[config.mk]
export PLATFORM = sky130hd
export DESIGN_NAME = mem_port_arbiter_flat
export DESIGN_NICKNAME = d
export VERILOG_FILES = /design/src/rtl/mem_port_arbiter_pkg.sv /design/src/rtl/mem_port_arbiter_if.sv /design/src/rtl/mem_port_arbiter.sv /design/src/flat_wrapper.sv
export SDC_FILE = /design/constraint.sdc
export NUM_CORES = 1
export LEC_CHECK = 0
export BUFFER_PORTS_ARGS = -buffer_cell sky130_fd_sc_hd__buf_4
export CAP_MARGIN = 20
export CORE_MARGIN = 2
export CORE_UTILIZATION = 47
export CTS_CLUSTER_DIAMETER = 30
export DETAILED_ROUTE_END_ITERATION = 10
export PLACE_DENSITY_LB_ADDON = 0.12
export SETUP_SLACK_MARGIN = 0.4
export SLEW_MARGIN = 20
export SYNTH_ARGS = -nofsm -noshare
export SYNTH_HDL_FRONTEND = slang
export SYNTH_SLANG_ARGS = --single-unit
[constraint.sdc]
create_clock -name clk1 -period 4.1 [get_ports clk1]
set_clock_uncertainty 0.15 [all_clocks]
set_input_delay 0.41 -clock clk1 [delete_from_list [all_inputs] [get_ports clk1]]
set_output_delay 0.41 -clock clk1 [all_outputs]
set_load 0.01 [all_outputs]
[src/rtl/mem_port_arbiter_pkg.sv]
// Shared types and default constants for the single-port memory arbiter.
// The instruction-fetch and data-stage requesters compete for one memory port.
package mem_arb_pkg;

    typedef enum logic {
        IDLE    = 1'b0,
        RD_WAIT = 1'b1
    } arb_state_e;

    typedef enum logic {
        OWN_IF = 1'b0,
        OWN_D  = 1'b1
    } arb_owner_e;

    localparam int ADDR_W_DEF     = 10;
    localparam int DATA_W_DEF     = 32;
    localparam int MEM_LAT_DEF    = 1;
    localparam int STARVE_LIM_DEF = 3;

    // MEM_LAT is at most 4, so the counter only has to hold MEM_LAT-1 (max 3).
    localparam int LAT_W    = 2;
    localparam int STARVE_W = 4;

endpackage

[src/rtl/mem_port_arbiter_if.sv]
// Requester, response and memory-port signals of the arbiter.
// The slave modport is the arbiter's view; the master modport is the environment's view.
interface mem_port_arbiter_if
    import mem_arb_pkg::*;
#(
    parameter int ADDR_W = ADDR_W_DEF,
    parameter int DATA_W = DATA_W_DEF
);
    logic              if_req;
    logic [ADDR_W-1:0] if_addr;
    logic              if_flush;
    logic              if_gnt;
    logic              if_rvalid;
    logic [DATA_W-1:0] if_rdata;

    logic              d_req;
    logic              d_we;
    logic [ADDR_W-1:0] d_addr;
    logic [DATA_W-1:0] d_wdata;
    logic              d_gnt;
    logic              d_rvalid;
    logic [DATA_W-1:0] d_rdata;

    logic              mem_en;
    logic              mem_we;
    logic [ADDR_W-1:0] mem_addr;
    logic [DATA_W-1:0] mem_wdata;
    logic [DATA_W-1:0] mem_rdata;

    logic              stall_if;
    logic              stall_d;

    modport slave (
        input  if_req, if_addr, if_flush,
        output if_gnt, if_rvalid, if_rdata,
        input  d_req, d_we, d_addr, d_wdata,
        output d_gnt, d_rvalid, d_rdata,
        output mem_en, mem_we, mem_addr, mem_wdata,
        input  mem_rdata,
        output stall_if, stall_d
    );

    modport master (
        output if_req, if_addr, if_flush,
        input  if_gnt, if_rvalid, if_rdata,
        output d_req, d_we, d_addr, d_wdata,
        input  d_gnt, d_rvalid, d_rdata,
        input  mem_en, mem_we, mem_addr, mem_wdata,
        output mem_rdata,
        input  stall_if, stall_d
    );

endinterface

[src/rtl/mem_port_arbiter.sv]
// Arbitrates IF and data-stage requests onto one memory port, one transaction in flight.
// Data stage has priority; IF is forced through after STARVE_LIM consecutive losses.
module mem_port_arbiter
    import mem_arb_pkg::*;
#(
    parameter int ADDR_W     = ADDR_W_DEF,
    parameter int DATA_W     = DATA_W_DEF,
    parameter int MEM_LAT    = MEM_LAT_DEF,
    parameter int STARVE_LIM = STARVE_LIM_DEF
)(
    input  logic              clk1,
    input  logic              rst_n,
    mem_port_arbiter_if.slave bus
);

    localparam logic [LAT_W-1:0]    LAT_INIT     = LAT_W'(MEM_LAT - 1);
    localparam logic [STARVE_W-1:0] STARVE_LIM_V = STARVE_W'(STARVE_LIM);

    arb_state_e            r_state;
    arb_state_e            w_state_nxt;
    arb_owner_e            r_owner;
    logic [LAT_W-1:0]      r_lat_cnt;
    logic                  r_drop;
    logic [STARVE_W-1:0]   r_starve;
    logic                  r_if_rvalid;
    logic                  r_d_rvalid;
    logic [DATA_W-1:0]     r_if_rdata;
    logic [DATA_W-1:0]     r_d_rdata;

    logic                  w_force_if;
    logic                  w_d_win;
    logic                  w_if_win;
    logic                  w_rd_done;

    always_ff @(posedge clk1 or negedge rst_n) begin
        if (!rst_n) begin
            r_state <= IDLE;
        end else begin
            r_state <= w_state_nxt;
        end
    end

    // Winner selection is gated by rst_n so every combinational output is 0 in reset.
    always_comb begin
        w_state_nxt = r_state;
        w_force_if  = 1'b0;
        w_d_win     = 1'b0;
        w_if_win    = 1'b0;
        w_rd_done   = 1'b0;
        case (r_state)
            IDLE: begin
                if (rst_n) begin
                    w_force_if = (r_starve == STARVE_LIM_V) && bus.if_req;
                    w_d_win    = bus.d_req && !w_force_if;
                    w_if_win   = bus.if_req && !w_d_win;
                    if (w_if_win || (w_d_win && !bus.d_we)) begin
                        w_state_nxt = RD_WAIT;
                    end
                end
            end
            RD_WAIT: begin
                if (r_lat_cnt == '0) begin
                    w_rd_done   = 1'b1;
                    w_state_nxt = IDLE;
                end
            end
            default: w_state_nxt = IDLE;
        endcase
    end

    always_ff @(posedge clk1 or negedge rst_n) begin
        if (!rst_n) begin
            r_owner     <= OWN_IF;
            r_lat_cnt   <= '0;
            r_drop      <= 1'b0;
            r_starve    <= '0;
            r_if_rvalid <= 1'b0;
            r_d_rvalid  <= 1'b0;
            r_if_rdata  <= '0;
            r_d_rdata   <= '0;
        end else begin
            r_if_rvalid <= 1'b0;
            r_d_rvalid  <= 1'b0;
            if (r_state == IDLE) begin
                if (w_if_win) begin
                    r_owner   <= OWN_IF;
                    r_lat_cnt <= LAT_INIT;
                    r_drop    <= bus.if_flush;
                    r_starve  <= '0;
                end else if (w_d_win && !bus.d_we) begin
                    r_owner   <= OWN_D;
                    r_lat_cnt <= LAT_INIT;
                    r_drop    <= 1'b0;
                end
                if (w_d_win && bus.if_req && (r_starve != STARVE_LIM_V)) begin
                    r_starve <= r_starve + 1'b1;
                end
            end else begin
                if (bus.if_flush) begin
                    r_drop <= 1'b1;
                end
                if (r_lat_cnt != '0) begin
                    r_lat_cnt <= r_lat_cnt - 1'b1;
                end
                // A flush in the capture cycle itself still kills an IF response.
                if (w_rd_done) begin
                    if (r_owner == OWN_D) begin
                        r_d_rvalid <= 1'b1;
                        r_d_rdata  <= bus.mem_rdata;
                    end else if (!r_drop && !bus.if_flush) begin
                        r_if_rvalid <= 1'b1;
                        r_if_rdata  <= bus.mem_rdata;
                    end
                end
            end
        end
    end

    assign bus.if_gnt    = w_if_win;
    assign bus.d_gnt     = w_d_win;
    assign bus.mem_en    = w_if_win | w_d_win;
    assign bus.mem_we    = w_d_win & bus.d_we;
    assign bus.mem_addr  = w_d_win ? bus.d_addr : (w_if_win ? bus.if_addr : '0);
    assign bus.mem_wdata = w_d_win ? bus.d_wdata : '0;
    assign bus.stall_if  = rst_n & bus.if_req & ~w_if_win;
    assign bus.stall_d   = rst_n & bus.d_req & ~w_d_win;
    assign bus.if_rvalid = r_if_rvalid;
    assign bus.if_rdata  = r_if_rdata;
    assign bus.d_rvalid  = r_d_rvalid;
    assign bus.d_rdata   = r_d_rdata;

endmodule

[src/flat_wrapper.sv]
// flat-port wrapper written by rule: the top's interface ports become plain ports
module mem_port_arbiter_flat import mem_arb_pkg::*;
#(
    parameter int ADDR_W     = ADDR_W_DEF,
    parameter int DATA_W     = DATA_W_DEF,
    parameter int MEM_LAT    = MEM_LAT_DEF,
    parameter int STARVE_LIM = STARVE_LIM_DEF
)
  (clk1, rst_n, bus_if_req, bus_if_addr, bus_if_flush, bus_if_gnt, bus_if_rvalid, bus_if_rdata, bus_d_req, bus_d_we, bus_d_addr, bus_d_wdata, bus_d_gnt, bus_d_rvalid, bus_d_rdata, bus_mem_en, bus_mem_we, bus_mem_addr, bus_mem_wdata, bus_mem_rdata, bus_stall_if, bus_stall_d);
  mem_port_arbiter_if #(.ADDR_W(ADDR_W), .DATA_W(DATA_W)) bus_i ();
  input  logic clk1;
  input  logic rst_n;
  input wire logic [$bits(bus_i.if_req)-1:0] bus_if_req;
  input wire logic [$bits(bus_i.if_addr)-1:0] bus_if_addr;
  input wire logic [$bits(bus_i.if_flush)-1:0] bus_if_flush;
  output wire logic [$bits(bus_i.if_gnt)-1:0] bus_if_gnt;
  output wire logic [$bits(bus_i.if_rvalid)-1:0] bus_if_rvalid;
  output wire logic [$bits(bus_i.if_rdata)-1:0] bus_if_rdata;
  input wire logic [$bits(bus_i.d_req)-1:0] bus_d_req;
  input wire logic [$bits(bus_i.d_we)-1:0] bus_d_we;
  input wire logic [$bits(bus_i.d_addr)-1:0] bus_d_addr;
  input wire logic [$bits(bus_i.d_wdata)-1:0] bus_d_wdata;
  output wire logic [$bits(bus_i.d_gnt)-1:0] bus_d_gnt;
  output wire logic [$bits(bus_i.d_rvalid)-1:0] bus_d_rvalid;
  output wire logic [$bits(bus_i.d_rdata)-1:0] bus_d_rdata;
  output wire logic [$bits(bus_i.mem_en)-1:0] bus_mem_en;
  output wire logic [$bits(bus_i.mem_we)-1:0] bus_mem_we;
  output wire logic [$bits(bus_i.mem_addr)-1:0] bus_mem_addr;
  output wire logic [$bits(bus_i.mem_wdata)-1:0] bus_mem_wdata;
  input wire logic [$bits(bus_i.mem_rdata)-1:0] bus_mem_rdata;
  output wire logic [$bits(bus_i.stall_if)-1:0] bus_stall_if;
  output wire logic [$bits(bus_i.stall_d)-1:0] bus_stall_d;
  assign bus_i.if_req = bus_if_req;
  assign bus_i.if_addr = bus_if_addr;
  assign bus_i.if_flush = bus_if_flush;
  assign bus_if_gnt = bus_i.if_gnt;
  assign bus_if_rvalid = bus_i.if_rvalid;
  assign bus_if_rdata = bus_i.if_rdata;
  assign bus_i.d_req = bus_d_req;
  assign bus_i.d_we = bus_d_we;
  assign bus_i.d_addr = bus_d_addr;
  assign bus_i.d_wdata = bus_d_wdata;
  assign bus_d_gnt = bus_i.d_gnt;
  assign bus_d_rvalid = bus_i.d_rvalid;
  assign bus_d_rdata = bus_i.d_rdata;
  assign bus_mem_en = bus_i.mem_en;
  assign bus_mem_we = bus_i.mem_we;
  assign bus_mem_addr = bus_i.mem_addr;
  assign bus_mem_wdata = bus_i.mem_wdata;
  assign bus_i.mem_rdata = bus_mem_rdata;
  assign bus_stall_if = bus_i.stall_if;
  assign bus_stall_d = bus_i.stall_d;
  mem_port_arbiter #(.ADDR_W(ADDR_W), .DATA_W(DATA_W), .MEM_LAT(MEM_LAT), .STARVE_LIM(STARVE_LIM)) u_core (.clk1(clk1), .rst_n(rst_n), .bus(bus_i));
endmodule
Word level (Yosys, flattened, before mapping)
Index checks and enable logic that the tools add are counted.
Word-level totals
  register bits after elaboration: 75
  latch bits: 0
  RAM bits: 0
  bits in read-only memories: 0
  output and inout bits: 114
  memories: 0
Operators by class
  add/subtract/negate cells: 2
  multipliers: 0
  divide/modulo/power cells: 0
  $lt $le $gt $ge: 0
  eq/ne operators: 4
  shift-type cells: 0
  multiplexer cells: 32
  bitwise logic cells: 10
  reduce and logical (&&, ||, !) cells: 25
Operator list (count)
  32-bit 2-to-1 mux: 1
  1-bit 2-to-1 mux: 22
  10-bit 2-to-1 mux: 2
  1-bit logical AND: 8
  2-bit 2-to-1 mux: 4
  4-bit 2-to-1 mux: 2
  2-bit AND reduction: 4
  2-bit nonzero test: 3
  1-bit bitwise AND: 5
  1-bit zero test: 5
  4-bit by 1-bit adder with 4-bit output, second input constant: 1
  4-bit by 2-bit == test with 1-bit output, second input constant: 1
  2-bit != test, second input constant: 2
  4-bit by 2-bit != test with 1-bit output, second input constant: 1
  1-bit NOT: 4
  4-bit AND reduction: 1
  3-bit AND reduction: 1
  3-bit nonzero test: 1
  2-bit zero test: 1
  1-bit case mux with 2 select lines: 1
  2-bit by 1-bit subtractor with 2-bit output, second input constant: 1
  1-bit logical OR: 1
  1-bit OR: 1

Longest topological paths before layout
Gate-level depths: netlist (run 1).
  depth in word-level cells: 10
  gate-level depth with buffers: 6
  depth with buffers taken out: 5

Least setup slack after synthesis (run 1)
OpenSTA, ideal clock, no wires.
  path type: flip-flop to output port
  start point: register u_core.r_starve[0]
  end point: output bus_mem_wdata[22]
  arrival time: 1.523 ns
  path slack: 2.017 ns
  cell stages (with the launch flop): 6
  buffers on the path: 1
  cell sequence: dfrtp_1 -> ha_1 -> and4bb_4 -> nor3_4 -> buf_6 -> and2_1
Between the ends
  cells in the longest elaborated chain, start to end: 7
RTL lines
  start: declaration: line mem_port_arbiter.sv:24  | logic [STARVE_W-1:0] r_starve;
  start signal: assignment: line mem_port_arbiter.sv:96  | r_starve <= r_starve + 1'b1;
  4-bit by 2-bit == test with 1-bit output: line mem_port_arbiter.sv:53  | w_force_if = (r_starve == STARVE_LIM_V) && bus.if_req;
  1-bit logical AND: line mem_port_arbiter.sv:53
  1-bit zero test: line mem_port_arbiter.sv:54  | w_d_win = bus.d_req && !w_force_if;
  1-bit logical AND: line mem_port_arbiter.sv:54
  1-bit 2-to-1 mux: line mem_port_arbiter.sv:52  | if (rst_n) begin
  1-bit 2-to-1 mux: line mem_port_arbiter.sv:50  | case (r_state)
  via bus_d_gnt: line flat_wrapper.sv:23  | output wire logic [$bits(bus_i.d_gnt)-1:0] bus_d_gnt;
  32-bit 2-to-1 mux: line mem_port_arbiter.sv:124  | assign bus.mem_wdata = w_d_win ? bus.d_wdata : '0;
  end: declaration: line flat_wrapper.sv:29  | output wire logic [$bits(bus_i.mem_wdata)-1:0] bus_mem_wdata;
The timed path passes the listed nets, and every way through them passes these cells.

Final worst setup path (run 1)
  start point: register u_core.r_starve[0]
  end point: output bus_mem_addr[1]
Between the ends
  cells in the longest elaborated chain, start to end: 10
RTL lines
  4-bit by 2-bit == test with 1-bit output *: line mem_port_arbiter.sv:53
  1-bit logical AND *: line mem_port_arbiter.sv:53
  1-bit zero test *: line mem_port_arbiter.sv:54
  1-bit logical AND *: line mem_port_arbiter.sv:54
  1-bit zero test: line mem_port_arbiter.sv:55  | w_if_win = bus.if_req && !w_d_win;
  1-bit logical AND: line mem_port_arbiter.sv:55
  1-bit 2-to-1 mux: line mem_port_arbiter.sv:52
  1-bit 2-to-1 mux: line mem_port_arbiter.sv:50
  10-bit 2-to-1 mux: line mem_port_arbiter.sv:123  | assign bus.mem_addr = w_d_win ? bus.d_addr : (w_if_win ? bus.if_addr : '0);
  10-bit 2-to-1 mux *: line mem_port_arbiter.sv:123
  end: declaration: line flat_wrapper.sv:28  | output wire logic [$bits(bus_i.mem_addr)-1:0] bus_mem_addr;
Every way passes the cells marked *; elsewhere a longest branch is shown, timed or not.

==> results of run 1 <==
routing by layer:
metal	share of wire	wire length, um
met5	0	0
met4	0.021	187
met3	0.10	901
met2	0.52	4560
met1	0.35	3100
through the flow:
step,worst slack (ps),hold slack (ps),power (uW),utilization
2_1_floorplan,2020,-35.6,2030,-
3_3_place_gp,1450,341,2770,0.718
3_5_place_dp,1340,345,2820,0.718
4_1_cts,964,134,3510,0.753
5_1_grt,1050,139,3670,0.756
6_report,1220,69.2,3460,0.756
cell type report:
cell class                      count  area (um^2)  share of cell area
Clock buffer                       10          128              0.0246
Sequential cell                    75         1880               0.362
Multi-Input combinational cell    151         1370               0.264
Timing Repair Buffer              206         1550               0.299
Tap cell                           96          120              0.0231
Inverter                            7         26.3             0.00506
Clock inverter                      6          114              0.0219
state kept, by name, indices dropped and copies added (netlist names):
name	count
u_core.bus.d_rvalid	1
u_core.r_owner	1
u_core.r_state	1
u_core.r_drop	1
u_core.bus.if_rvalid	1
u_core.bus.d_rdata	32
u_core.r_starve	4
u_core.r_lat_cnt	2
u_core.bus.if_rdata	32
worst paths after layout:
kind	start	endpoint	cells after the start
max	u_core.r_starve[0]	bus_mem_addr[1]	6
min	rst_n	u_core.r_owner	2
max reg2reg	u_core.r_state	u_core.bus.d_rdata[8]	2
min reg2reg	u_core.bus.d_rdata[16]	u_core.bus.d_rdata[16]	1
max in group asynchronous	rst_n	u_core.r_starve[2]	2
min in group clk1	bus_mem_rdata[8]	u_core.bus.if_rdata[8]	2
critical path, stage by stage, from the launching register on:
cell and delay (ps):
dfrtp_1 410, ha_1 260, and4bb_4 240, nor3_4 530
buf_6 260, a22o_1 150, buf_4 120
power by group through the flow:
stage	clock network [uW]	registers [uW]	logic [uW]
after floorplan	0	1450	582
after global placement	0	1320	1440
after detailed placement	0	1340	1490
after CTS	691	1330	1490
after global routing	718	1380	1580
final	673	1320	1460
cell families after synthesis:
kind of cell,Yosys count,synth area share
buffers and inverters,21,0.0386
DFF,75,0.556
muxes,64,0.214
and+or+nand+nor,57,0.115
AOI/OAI and AO/OA,28,0.0686
adders and majority gates,2,0.00742
cell usage in the layout (no fill, tap or decap), types with 2 or more instances in the layout:
cell	synthesis	routed
buf_4	4	204
dfrtp_1	75	75
mux2_2	63	63
and2_1	33	33
a22o_1	12	12
clkbuf_8	0	9
inv_1	7	7
nand2_1	4	4
nand3_1	5	4
nor2_1	3	3
a21oi_1	3	3
nor2b_1	3	3
bufinv_16	0	3
a21o_1	2	2
nor3_1	2	2
ha_1	2	2
clkinvlp_4	0	2
buf_6	4	2
==> metrics, run 1 <==
WL per Instance 15.9 um; total global-route track usage 0.216; placed instance area a little under 5000 um^2; Post-synth top cells 75 x dfrtp_1, 63 x mux2_2, 33 x and2_1; Core Area between 6000 and 7000 um^2; count of pins over their slew limit 0; CP required between 3000 and 4000 ps; nature of the critical path endpoint output port; first-pass GRT wire length 12.9 mm; clk sinks 75; Setup CP Type reg -> out; first-pass iteration count of the detailed router 4; CTS root buffer clkbuf_8; unrepaired setup endpoints after global routing false; clock transition at the registers of the reported paths ~80 ps; Synthesized Nets roughly 340; PwrDens about 670 nW/um^2; commonest register cell after synthesis dfrtp_1; Synth Register Bits 75; Vias roughly 2700; Mean Syn Cell Area roughly 14 um^2; row cnt 30; clock share of power 0.194; die area between 7000 and 8000 um^2; CTS Hold Bufs 0; Design Area, Final between 5000 and 6000 um^2; DRC 0; slew margin rel. 0.415; vias in the first global route between 2000 and 3000; # fillers 502; cell count after synthesis 247; pin count of the biggest net entering global routing a little over 80; initial antenna violation count 0; Max Fanout on Critical Path 24; Die W a little under 90 um; # H-tree levels 3; VDD IR-drop max roughly 0.44 mV; met3 Usage GRT 0.0802; Ant. Diodes 0; CTS tree done; Synth area leader dfrtp_1; max-cap violations 0; die height a little under 90 um; Max Buffers Root-to-Sink 2; final clock period utilization by the worst path 0.702; Final Hold Vio Count 0; sw power between 1000 and 1500 uW; Post-synth EDFFs 0; io pins 204; worst slew pin tran between 800 and 900 ps; share of cells above drive strength 1 0.640; Power Internal between 2000 and 2500 uW; vias per inst about 5; synthesis-to-layout area growth 53.9%; Layout Cells excl Fill approximately 550; dpl hpwl ~6.6 mm; Gate power share 0.423; top cells by area, synth dfrtp_1 56%, mux2_2 21%, and2_1 6.1%; met1 usage 0.236; number of port buffers about 200; minimum clock period 2880 ps; Yosys Warn Count 0; CP arrival 2320 ps; M2 GR Usage 0.381; routed wire length around 9 mm; Final #Nets approximately 540; endpoints failing setup 0; Synth top area share 0.556; post-CTS resize count 0; post-synthesis sequential area ratio 0.556; setup total negative slack 0 ps; flop-to-flop setup slack around 1900 ps; Post-CTS Setup Bufs 0; total CTS buffers 9; status completed; gr busiest metal met2; sequential share of power 0.382; Pleak about 0.0026 uW; Clock Latency Late Sink around 340 ps; Iter 0 DRT Violations 103; sw frac 0.313; Startpoint Class register; initial core utilization 0.491; HP Class in -> async; post-synthesis async set-or-reset flop share 1.00; f_max approximately 350 MHz; Routed Antenna Nets 0; most frequent cell after synthesis dfrtp_1; GPL Wtd Cong between 0.7 and 0.8; dpl cells ~530; Post-Syn Area roughly 3400 um^2; Netlist cell types 36; global route overflow 0
No activity file was read; power rests on OpenSTA's default activity.
==> run 2, diff against run 1 <==
CORE_UTILIZATION = 39   (was 47)
clock period = 2.35 ns   (was 4.1 ns; I/O delays follow)
==> metrics, run 2 (synthesis results as in run 1) <==
initial core utilization 0.406; endpoints failing setup 0; clock share of power 0.210; most frequent cells in the layout 202 x buf_4, 74 x dfrtp_1, 63 x mux2_2; total CTS buffers 9; Design Area, Final 6020 um^2; setup total negative slack 0 ps; nature of the critical path endpoint output port; Power Internal between 4000 and 5000 uW; FF-to-FF Start u_core.r_lat_cnt[1]; Crit-path slowest cell dfrtp_1; routed wire length 10.6 mm; sw power between 1500 and 2000 uW; Max Fanout on Critical Path 11; GPL Wtd Cong about 0.83; PwrDens about 1100 nW/um^2; Iter 0 DRT Violations between 50 and 60; initial antenna violation count 0; reg2reg end u_core.bus.if_rdata[27]; Setup CP Type reg -> out; final clock period utilization by the worst path 0.964; placed instance area about 5000 um^2; Pleak 0.00299 uW; Ant. Diodes 0; f_max 442 MHz; synthesis-to-layout area growth 78.4%; Vias a little under 3000; worst hold slack 70.7 ps; Die W between 90 and 100 um; Routed Antenna Nets 0; Gate power share 0.437; VDD IR-drop max just under 0.7 mV; clk sinks 75; Final #Nets 598; Startpoint Class register; pin count of the biggest net entering global routing 73; DRC 0; # fillers roughly 600; most common cell after layout, fill and taps aside buf_4; WL per Instance approximately 17 um; first-pass iteration count of the detailed router 4; final core utilization 0.725; clock transition at the registers of the reported paths about 80 ps; max-cap violations 0; Final Hold Vio Count 0; sw frac 0.303; die area approximately 9400 um^2; vias per inst 4.85; slew margin rel. 0.393; cells on worst reg2reg path 7; Max Buffers Root-to-Sink 2; Critical Path Sink bus_mem_wdata[29]; critical path startpoint u_core.r_starve[1]; CP arrival around 1900 ps; status completed; CP peak stage delay between 400 and 500 ps; fin worst setup slack 85.4 ps; die height 97 um; io pins between 200 and 250; row cnt 33; dpl hpwl around 6.4 mm; total global-route track usage 0.211; pre-CTS setup slack roughly 370 ps; # H-tree levels 3; vias in the first global route 3168; share of cells above drive strength 1 0.653; worst slew pin tran 911 ps; flop-to-flop setup slack ~440 ps; minimum clock period 2260 ps; number of port buffers 203; global route overflow 0; CTS tree done; count of pins over their slew limit 0; sequential share of power 0.353; Core Area between 8000 and 9000 um^2; HP Class in -> async; first-pass GRT wire length between 15 and 20 mm; crit path cell chain ha_4 > and4bb_4 > nor3_4 > buf_6 > buf_12 > and2_1 > buf_4; Clock Latency Late Sink 340 ps; CTS root buffer clkbuf_8; CP required roughly 2000 ps; unrepaired setup endpoints after global routing true
run 2: power groups by stage:
stage	clock [uW]	combinational (uW)	sequential, uW
6_report	1380	2870	2310
5_1_grt	1460	3080	2400
4_1_cts	1410	2750	2300
3_5_place_dp	0	2620	2310
3_3_place_gp	0	2580	2280
2_1_floorplan	0	1020	2530
run 2: timing repair:
action / in CTS / in global routing
endpoints found under the hold margin: 67 / 0
setup endpoints to repair: 47 / 77
hold buffers: 33 / 0
pin swaps: 3 / 10
buffers inserted: 8 / 4
gates resized for setup: 16 / 30
gates cloned: 2 / 7
run 2: through the flow:
stage          std cells  power (uW)
3_5_place_dp         546        4940
5_1_grt              615        6940
2_1_floorplan        247        3550
4_1_cts              604        6470
6_report             615        6550
3_3_place_gp         546        4860
run 2: worst min path at each step:
stage | startpoint | cells after the start | to
floorplan | rst_n | 0 | u_core.bus.d_rdata[0]
global placement | rst_n | 1 | u_core.r_starve[2]
detailed placement | rst_n | 1 | u_core.r_starve[2]
CTS | bus_d_req | 2 | u_core.r_starve[2]
global route | bus_d_req | 2 | u_core.r_starve[2]
finish | rst_n | 2 | u_core.bus.d_rdata[24]
run 2: layer usage:
layer,share of wire,GRT usage,vias to the layer above
met1,0.37,0.235,1447
met4,0.0099,0.0618,0
met2,0.54,0.384,127
met5,0,0,-
li1,-,-,1397
met3,0.073,0.0658,10
run 2: cell type report:
cell class / count / area [um^2] / share of cell area
clock buffers: 10 / 128 / 0.0212
clock inverters: 5 / 150 / 0.0249
inverters: 7 / 26.3 / 0.00436
multi-input cells: 151 / 1450 / 0.242
flip-flops and latches: 75 / 1880 / 0.312
well taps: 105 / 131 / 0.0218
repair buffers: 262 / 2250 / 0.374
run 2: worst max-delay path, delay by kind of cell, from the launching register on:
family | cells | cell delay [ps]
flip-flops | 1 | 430
adder cells (fa/ha/maj) | 1 | 180
buffers and inverters | 3 | 400
AND/OR/NAND/NOR | 3 | 520
==> run 3, diff against run 2 <==
ABC_AREA = 1   (was unset)
==> metrics, run 3 <==
Final #Nets approximately 700; first-pass GRT wire length between 15 and 20 mm; vias in the first global route 3156; commonest register cell after synthesis dfrtp_1; initial antenna violation count 0; CP peak stage delay about 480 ps; Die W ~97 um; crit path cell chain nor2_4 > buf_6 > nand2_8 > nor2_1 > buf_4; # H-tree levels 3; Routed Antenna Nets 0; setup total negative slack 0 ps; share of cells above drive strength 1 0.441; HP Class in -> reg; dpl hpwl 6.87 mm; Power Internal around 3600 uW; number of port buffers ~200; gr busiest metal met2; clock share of power 0.169; post-synthesis mux area share 0; Final Hold Vio Count 0; M2 GR Usage 0.334; Synth top area share 0.559; clock transition at the registers of the reported paths 70 ps; # fillers 673; nature of the critical path endpoint output port; max-cap violations 0; slew margin rel. 0.480; Multi-input gate area between 1000 and 1500 um^2; status completed; sequential cell area 1880 um^2; simple-gate portion of the synthesized area 0.165; endpoints failing setup 0; final clock period utilization by the worst path 0.831; Hold Path Depth 3; global route overflow 0; clk sinks 75; initial core utilization 0.406; Gate power share 0.441; most common cell after layout, fill and taps aside buf_4; pin count of the biggest net entering global routing 65; Crit-path slowest cell dfrtp_2; worst slew pin tran 778 ps; Post-Synth XOR/XNOR Area 0.00522; first-pass iteration count of the detailed router 4; Layout Cells excl Fill ~720; Setup CP Type reg -> out; Yosys Warn Count 0; Post-synth top cells 78 x nand2_1, 75 x dfrtp_1, 73 x inv_1; worst hold slack between 10 and 15 ps; FF-to-FF Start u_core.r_state; die area roughly 9400 um^2; post-synthesis compound-gate area fraction 0.132; total CTS buffers 9; CP bufs+invs 2; total global-route track usage 0.203; final core utilization 0.664; io pins just over 200; sw frac 0.361; CP delay by family, top flip-flops; minimum clock period roughly 2000 ps; flop-to-flop setup slack roughly 700 ps; vias per inst 4.58; sw power about 2100 uW; met3 Usage GRT 0.0650; count of pins over their slew limit 0; reg2reg end u_core.bus.d_rdata[20]; WL per Instance roughly 14 um; cell count after synthesis 388; Core Area just over 8000 um^2; Post-Syn Area 3350 um^2; most frequent cell after synthesis nand2_1; cells on worst reg2reg path 5; most frequent cells in the layout 216 x buf_4, 78 x nand2_1, 74 x dfrtp_1; Netlist cell types 25; adder-cell share of the synthesized area 0.00746; met1 usage 0.256; Clock Latency Late Sink between 300 and 400 ps; post-synthesis async set-or-reset flop share 1.00; hold path endpoint u_core.r_drop; Iter 0 DRT Violations 158; row cnt 33; synthesis-to-layout area growth 63.4%; CP required between 1500 and 2000 ps; die height between 90 and 100 um; Ant. Diodes 0; CP arrival roughly 1600 ps; unrepaired setup endpoints after global routing true; sequential share of power 0.390; post-synthesis sequential area ratio 0.559; PwrDens around 1000 nW/um^2; Max Fanout on Critical Path 8; Mean Syn Cell Area just under 9 um^2; dpl cells 680; GPL Wtd Cong about 0.91; top cells by area, synth dfrtp_1 56%, nand2_1 8.7%, inv_1 8.2%; Synth area leader dfrtp_1; routed wire length ~10 mm; Startpoint Class register; Pleak roughly 0.0031 uW; Synthesized Nets 480; CTS root buffer clkbuf_8; HP Start bus_if_flush; main combinational cell family by area after synthesis simple AND/OR/NAND/NOR gates; Max Buffers Root-to-Sink 2; f_max ~510 MHz; Synth Register Bits 75; CTS tree done; Vias ~3300; DRC 0; Post-synth EDFFs 0; VDD IR-drop max 0.623 mV; critical path startpoint u_core.r_state
-- run 3: changes by cell type after synthesis, sizes merged, moves of 3 or more --
| cell | before | now |
|---|---|---|
| nand2 | 4 | 81 |
| inv | 7 | 76 |
| o21ai | 1 | 70 |
| mux2 | 64 | 0 |
| nor2 | 3 | 44 |
| and2 | 33 | 0 |
| buf | 13 | 17 |
| a21oi | 4 | 1 |
| nor2b | 3 | 0 |
-- run 3: power groups by stage --
stage / Clock [uW] / Sequential, uW / Combinational, uW
after floorplan: 0 / 2420 / 903
after global placement: 0 / 2220 / 2290
after detailed placement: 0 / 2230 / 2350
after CTS: 991 / 2220 / 2450
after global routing: 1050 / 2290 / 2760
final: 959 / 2210 / 2510
-- run 3: worst max path at each step --
stage	endpoint	cells past startpoint	slack, ps
floorplan	bus_mem_addr[5]	7	750
global placement	bus_mem_addr[8]	7	410
detailed placement	bus_mem_addr[7]	7	360
CTS	bus_mem_addr[7]	6	380
global route	bus_mem_wdata[27]	5	330
finish	bus_mem_wdata[27]	5	400
-- run 3: worst register-to-register path, stage by stage (launching register included) --
cell and delay, ps:
dfrtp_2 480, buf_4 180, nand2_2 70, nor2_4 40, inv_4 370, o21ai_0 220
-- run 3: layout make-up --
class	instances	area share
Clock buffer	11	0.0240
Clock inverter	5	0.0114
Inverter	76	0.0543
Multi-Input combinational cell	221	0.221
Sequential cell	75	0.343
Tap cell	105	0.0240
Timing Repair Buffer	229	0.322
-- run 3: timing repair --
action,4_1_cts,5_1_grt
buffers inserted,9,4
hold endpoints to repair,26,0
pin swaps,5,7
hold buffers,10,0
resized for setup,19,22
endpoints found under the setup margin,49,44
cloned,1,2
-- run 3: cell families after synthesis --
| logic type | Yosys count |
|---|---|
| simple gates | 133 |
| buf+inv | 95 |
| compound gates | 81 |
| flops | 75 |
| xor+xnor | 2 |
| fa+ha+maj | 2 |
-- run 3: through the flow --
step / worst slack, ps / cell area [um^2] / power (uW)
floorplan: 750 / 3350 / 3320
global placement: 411 / 4890 / 4510
detailed placement: 357 / 4890 / 4580
CTS: 383 / 5350 / 5660
global route: 328 / 5480 / 6100
finish: 396 / 5480 / 5680
-- run 3: layer usage --
layer	share of wire	vias up
met5	0	-
met4	0.015	0
met2	0.49	140
met3	0.081	16
met1	0.42	1505
li1	-	1646
